<file path="src/rtl/timeout_counter_if.sv">
// Control/status bundle between the game FSM and a timeout_counter instance.
interface timeout_counter_if #(
  parameter int unsigned SIZE       = 4,
  parameter int unsigned PRESCALE_W = 8
) ();
  logic                  E;
  logic                  RESTART;
  logic                  MODE;
  logic [SIZE-1:0]       LIMIT;
  logic [PRESCALE_W-1:0] PRESC;
  logic [SIZE-1:0]       TEMPO;
  logic                  end_time;
  logic                  expired;

  modport master (
    output E, RESTART, MODE, LIMIT, PRESC,
    input  TEMPO, end_time, expired
  );

  modport slave (
    input  E, RESTART, MODE, LIMIT, PRESC,
    output TEMPO, end_time, expired
  );
endinterface

</file>
<file path="src/rtl/timeout_counter.sv">
// Prescaled up-counter to a live LIMIT with a one-cycle end_time pulse;
// either reloads to zero or stops with a sticky expired flag.
module timeout_counter #(
  parameter int unsigned SIZE       = 4,
  parameter int unsigned PRESCALE_W = 8
) (
  input  logic              CLKT,
  input  logic              R,
  timeout_counter_if.slave  bus
);

  logic [PRESCALE_W-1:0] r_presc;
  logic [SIZE-1:0]       r_tempo;
  logic                  r_end_time;
  logic                  r_expired;

  logic                  w_active;
  logic                  w_tick;
  logic                  w_terminal;
  logic [PRESCALE_W-1:0] w_presc_nxt;
  logic [SIZE-1:0]       w_tempo_nxt;
  logic                  w_end_time_nxt;
  logic                  w_expired_nxt;

  // >= comparisons let a lowered PRESC or LIMIT take effect on the next tick
  always_comb begin
    w_active       = bus.E && !r_expired;
    w_tick         = w_active && (r_presc >= bus.PRESC);
    w_terminal     = w_tick && (r_tempo >= bus.LIMIT);
    w_presc_nxt    = r_presc;
    w_tempo_nxt    = r_tempo;
    w_end_time_nxt = 1'b0;
    w_expired_nxt  = r_expired;

    if (w_active) begin
      if (w_tick) begin
        w_presc_nxt = '0;
        if (w_terminal) begin
          w_end_time_nxt = 1'b1;
          if (bus.MODE) begin
            w_tempo_nxt = '0;
          end else begin
            w_tempo_nxt   = bus.LIMIT;
            w_expired_nxt = 1'b1;
          end
        end else begin
          w_tempo_nxt = r_tempo + SIZE'(1);
        end
      end else begin
        w_presc_nxt = r_presc + PRESCALE_W'(1);
      end
    end
  end

  // Reset outranks RESTART; both clear the same state
  always_ff @(posedge CLKT) begin
    if (R || bus.RESTART) begin
      r_presc    <= '0;
      r_tempo    <= '0;
      r_end_time <= 1'b0;
      r_expired  <= 1'b0;
    end else begin
      r_presc    <= w_presc_nxt;
      r_tempo    <= w_tempo_nxt;
      r_end_time <= w_end_time_nxt;
      r_expired  <= w_expired_nxt;
    end
  end

  assign bus.TEMPO    = r_tempo;
  assign bus.end_time = r_end_time;
  assign bus.expired  = r_expired;

endmodule

</file>
<file path="src/flat_wrapper.sv">
// flat-port wrapper written by rule: the top's interface ports become plain ports
module timeout_counter_flat 
#(
  parameter int unsigned SIZE       = 4,
  parameter int unsigned PRESCALE_W = 8
)
  (CLKT, R, bus_E, bus_RESTART, bus_MODE, bus_LIMIT, bus_PRESC, bus_TEMPO, bus_end_time, bus_expired);
  timeout_counter_if #(.SIZE(SIZE), .PRESCALE_W(PRESCALE_W)) bus_i ();
  input  logic CLKT;
  input  logic R;
  input wire logic [$bits(bus_i.E)-1:0] bus_E;
  input wire logic [$bits(bus_i.RESTART)-1:0] bus_RESTART;
  input wire logic [$bits(bus_i.MODE)-1:0] bus_MODE;
  input wire logic [$bits(bus_i.LIMIT)-1:0] bus_LIMIT;
  input wire logic [$bits(bus_i.PRESC)-1:0] bus_PRESC;
  output wire logic [$bits(bus_i.TEMPO)-1:0] bus_TEMPO;
  output wire logic [$bits(bus_i.end_time)-1:0] bus_end_time;
  output wire logic [$bits(bus_i.expired)-1:0] bus_expired;
  assign bus_i.E = bus_E;
  assign bus_i.RESTART = bus_RESTART;
  assign bus_i.MODE = bus_MODE;
  assign bus_i.LIMIT = bus_LIMIT;
  assign bus_i.PRESC = bus_PRESC;
  assign bus_TEMPO = bus_i.TEMPO;
  assign bus_end_time = bus_i.end_time;
  assign bus_expired = bus_i.expired;
  timeout_counter #(.SIZE(SIZE), .PRESCALE_W(PRESCALE_W)) u_core (.CLKT(CLKT), .R(R), .bus(bus_i));
endmodule
</file>
<file path="config.mk">
export PLATFORM = sky130hd
export DESIGN_NAME = timeout_counter_flat
export DESIGN_NICKNAME = d
export VERILOG_FILES = /design/src/rtl/timeout_counter_if.sv /design/src/rtl/timeout_counter.sv /design/src/flat_wrapper.sv
export SDC_FILE = /design/constraint.sdc
export NUM_CORES = 1
export LEC_CHECK = 0
export BUFFER_PORTS_ARGS = -buffer_cell sky130_fd_sc_hd__buf_2
export CORE_MARGIN = 4
export CORE_UTILIZATION = 45
export DETAILED_ROUTE_END_ITERATION = 8
export PLACE_DENSITY = 0.69
export REMOVE_ABC_BUFFERS = 1
export SLEW_MARGIN = 20
export SYNTH_ARGS = -nofsm -noshare
export SYNTH_HDL_FRONTEND = slang
export SYNTH_SLANG_ARGS = --single-unit
</file>
<file path="constraint.sdc">
create_clock -name CLKT -period 3.65 [get_ports CLKT]
set_clock_uncertainty 0.2 [all_clocks]
set_input_delay 0.73 -clock CLKT [delete_from_list [all_inputs] [get_ports CLKT]]
set_output_delay 0.73 -clock CLKT [all_outputs]
set_load 0.01 [all_outputs]
</file>
Word level (Yosys, flattened, before mapping). Cells that the tools add are included.

$add $sub $neg: 2. Order comparisons: 2. Multiplexer cells: 4. Bitwise logic cells: 3. Reduce and logical (&&, ||, !) cells: 8.

Operators with widths (count): $add A8 B1 Y8 const B (1); $ge A8 B8 Y1 (1); $mux W4 (2); $mux W8 (1); $add A4 B1 Y4 const B (1); $ge A4 B4 Y1 (1); $reduce_and A4 Y1 (1); $logic_and A1 B1 Y1 (3); $not A1 Y1 (3); $reduce_or A3 Y1 (1); $reduce_and A2 Y1 (1); $logic_not A1 Y1 (1); $logic_or A1 B1 Y1 (1); $mux W1 (1).

Bits in registers: 14. Input bits: 17. Output and inout bits: 6. Word-level logic and storage cells: 23.

Logic depth before layout (Yosys ltp).
Depth in word-level cells: 5. Gate-level depth with buffers: 8. Mapped depth without buffers: 7.

Least setup slack after synthesis. No wires, ideal clock.

Path kind: input-to-reg. Start: in bus_PRESC[2]. End: reg u_core.r_presc[1]. Library setup time: 62 ps. Data arrival time: 2185 ps. Data required time: 3388 ps. Slack: 1202 ps. Stages on the path: 8. Path buffers: 1. Path through: inv_1 -> ha_1 -> a211o_1 -> a31oi_1 -> o31ai_2 -> or3_1 -> buf_6 -> nor2_2.

Word-level cells in the longest chain between the ends: 3.

Ends and longest elaborated chain: start: declaration (RTL line flat_wrapper.sv:15) `input wire logic [$bits(bus_i.PRESC)-1:0] bus_PRESC;`; $ge A8 B8 Y1 (RTL line timeout_counter.sv:28) `w_tick = w_active && (r_presc >= bus.PRESC);`; $logic_and A1 B1 Y1 (RTL line timeout_counter.sv:28); $mux W8 (RTL line timeout_counter.sv:36) `if (w_tick) begin`; end signal: assignment (RTL line timeout_counter.sv:63) `r_presc <= w_presc_nxt;`; end: declaration (RTL line timeout_counter.sv:12) `logic [PRESCALE_W-1:0] r_presc;`.

Every way passes these cells. A chain may end at the register's enable or synchronous reset.

Worst setup path in the final report.
Start: in bus_PRESC[7]. End: reg u_core.r_presc[2].

The elaborated chain is that of the path after synthesis.

==> results.json <==
{
  "status": "completed",
  "critPathKind": "in2reg",
  "min_path_type": "reg2reg",
  "cpPeakStageDelay_ns": 0.62,
  "place_hpwl_mm": 1.608,
  "fin_nets": 164,
  "clockRootBuffer": "clkbuf_4",
  "cts.hold.buffers_added": 0,
  "crit_arrival_ns": 2.44,
  "tightestPinTransition_ns": 0.6281,
  "drcViolationCount": 0,
  "rows": 16,
  "async_flop_share": 0,
  "netlist_instances": 108,
  "portBuffers": 22,
  "synth.distinct_cells": 37,
  "htree_levels": 1,
  "ys_warn_count": 0,
  "finalCritPeriodShare": 0.6808,
  "coreArea_um2": 1982,
  "yosys-top-cells-area": "dfxtp_1 29%, ha_1 18%, nor2_2 5.3%",
  "cts_resized": 0,
  "drt-total-wl_mm": 1.907,
  "ys.flop_type": "dfxtp_1",
  "grt_max_degree": 11,
  "sequentialPowerShare": 0.521,
  "path_delay_family": "simple AND/OR/NAND/NOR gates",
  "synth_edf_count": 0,
  "swShare": 0.2227,
  "detail_route.wl_per_cell_um": 11.99,
  "synth_top_area_frac": 0.2947,
  "worst-path-buf-inv": 2,
  "cts_setup_buffers": 0,
  "internal-power_w": 0.0002299,
  "n_antenna_cell": 0,
  "grt_use_total": 0.1551,
  "setup_viol": 0,
  "fin_ws_ns": 1.165,
  "rsz0062_at_grt": "false",
  "overflow": 0,
  "setup_tns_ns": 0,
  "slew_headroom": 0.5788,
  "fp.dieW_um": 53.97,
  "io_pins": 23,
  "crit_path_max_fanout": 10,
  "dr_total_vias": 825,
  "irDropWorstVdd_uv": 218.4,
  "required_ns": 3.61,
  "clock_sinks": 14,
  "setup.worst_path.start_class": "primary input",
  "dr.pass1.iters": 4,
  "maxCapViolCount": 0,
  "path_cells": "buf_2, inv_1, ha_1, nand4b_1, o31ai_2, or3_1, nor2_2",
  "cts_buffer_depth": 2,
  "die_h_um": 53.97,
  "synth_top_cells_by_count": "14 x dfxtp_1, 14 x ha_1, 13 x inv_1",
  "vias_per_cell": 5.189,
  "numCtsBuffers": 3,
  "synth_area_um2": 950.9,
  "place_ws_ns": 0.8839,
  "fmax_mhz": 402.4,
  "grt_first_pass_wirelength_mm": 3.270,
  "drt_iter0_markers": 18,
  "drive_gt1_frac": 0.2803,
  "antenna_found_initial": 0,
  "power_density_nw_per_um2": 265.1,
  "die_area_um2": 2913,
  "synth_largest_area_cell": "dfxtp_1",
  "pwr-share-clk": 0.365,
  "ys_ff_latch": 14,
  "globalplace.congestion": 0.8953,
  "worstSetupEndpointType": "flip-flop",
  "seq_area_frac_synth": 0.2947,
  "hold_viol": 0,
  "synth.avg_cell_area_um2": 8.805,
  "p_sw_w": 0.00006589,
  "fin_crit_ns": 2.485,
  "clkTransAtPathRegs_ns": 0.08,
  "insertion_delay_ns": 0.28,
  "crit_slowest_cell": "o31ai_2",
  "initial_utilization": 0.4798,
  "p_comb_frac": 0.114,
  "p_leak_nw": 0.5388,
  "route.antenna.remaining_nets": 0,
  "cts_tree": "built",
  "slew_viol_final": 0,
  "area_growth_syn_to_layout_pct": 17.37,
  "first_global_vias": 761
}
metrics by stage:
step / cells / instance area, um2 / hold WS, ns / power [W] / utilization
after detailed placement: 155 / 1080 / 0.3047 / 0.0001920 / 0.5448
after global placement: 155 / 1080 / 0.2956 / 0.0001903 / 0.5448
after CTS: 159 / 1116 / 0.3128 / 0.0003008 / 0.5631
after global routing: 159 / 1116 / 0.3474 / 0.0003114 / 0.5631
after floorplan: 106 / 935.9 / 0.2876 / 0.0001781 / -
final: 159 / 1116 / 0.3230 / 0.0002958 / 0.5631
layer usage:
metal,global-route usage,vias up,routed length [um],part of all wire
met4,0.03320,0,7,0.0037
met3,0.04986,2,122,0.064
met5,0,-,0,0
met2,0.2440,26,925,0.49
li1,-,428,-,-
met1,0.2063,369,851,0.45
sequential cells by signal, indices dropped and copies added, names as in the netlist:
register,cells
u_core.bus.TEMPO,4
u_core.bus.end_time,1
u_core.r_presc,8
u_core.bus.expired,1
cells in the final DEF, fill, tap and decap left out, types with 4 or more instances in the layout:
| master | instances |
|---|---|
| buf_2 | 22 |
| a21oi_1 | 4 |
| xor2_1 | 4 |
| inv_1 | 13 |
| dfxtp_1 | 14 |
| nor2_1 | 4 |
| nor2_2 | 8 |
| ha_1 | 14 |
| nand2_1 | 5 |
| nand3_1 | 4 |
worst register-to-register path: stages (launching register included):
cell and delay (ns):
dfxtp_1 0.39, inv_1 0.06, ha_1 0.26, nand2b_1 0.09
a31oi_1 0.10, o31ai_2 0.57, or3_1 0.46, nor2_2 0.08
final timing paths:
check                                    startpoint             endpoint  slack, ns  cells after the start
worst max-delay path                   bus_PRESC[7]    u_core.r_presc[2]       1.17                      7
worst min-delay path            u_core.bus.TEMPO[3]  u_core.bus.TEMPO[3]       0.32                      2
worst max register to register    u_core.r_presc[0]    u_core.r_presc[2]       1.33                      7
worst min register to register  u_core.bus.TEMPO[3]  u_core.bus.TEMPO[3]       0.32                      2
final cells by class:
| cell class | count | area (um2) |
|---|---|---|
| fillers | 188 | 865.8 |
| multi-input cells | 79 | 606.8 |
| well taps | 27 | 33.78 |
| inverters | 13 | 48.80 |
| clock buffers | 4 | 36.28 |
| flip-flops and latches | 14 | 280.3 |
| repair buffers | 22 | 110.1 |
logic make-up after synthesis:
| family | Yosys count | share of synthesized area |
|---|---|---|
| AOI/OAI and AO/OA | 22 | 0.1724 |
| xor gates and xnor gates | 7 | 0.06447 |
| adders and majority gates | 14 | 0.1842 |
| buffers and inverters | 15 | 0.06710 |
| DFF | 14 | 0.2947 |
| muxes | 1 | 0.01053 |
| and+or+nand+nor | 35 | 0.2066 |
power groups by stage:
stage | Sequential [W] | Combinational (W) | Clock, W
final | 0.000154 | 0.0000337 | 0.000108
after global routing | 0.000155 | 0.0000395 | 0.000117
after CTS | 0.000154 | 0.0000342 | 0.000112
after detailed placement | 0.000158 | 0.0000341 | 0
after global placement | 0.000158 | 0.0000323 | 0
after floorplan | 0.000158 | 0.0000204 | 0
No activity file was read; power rests on OpenSTA's default activity.
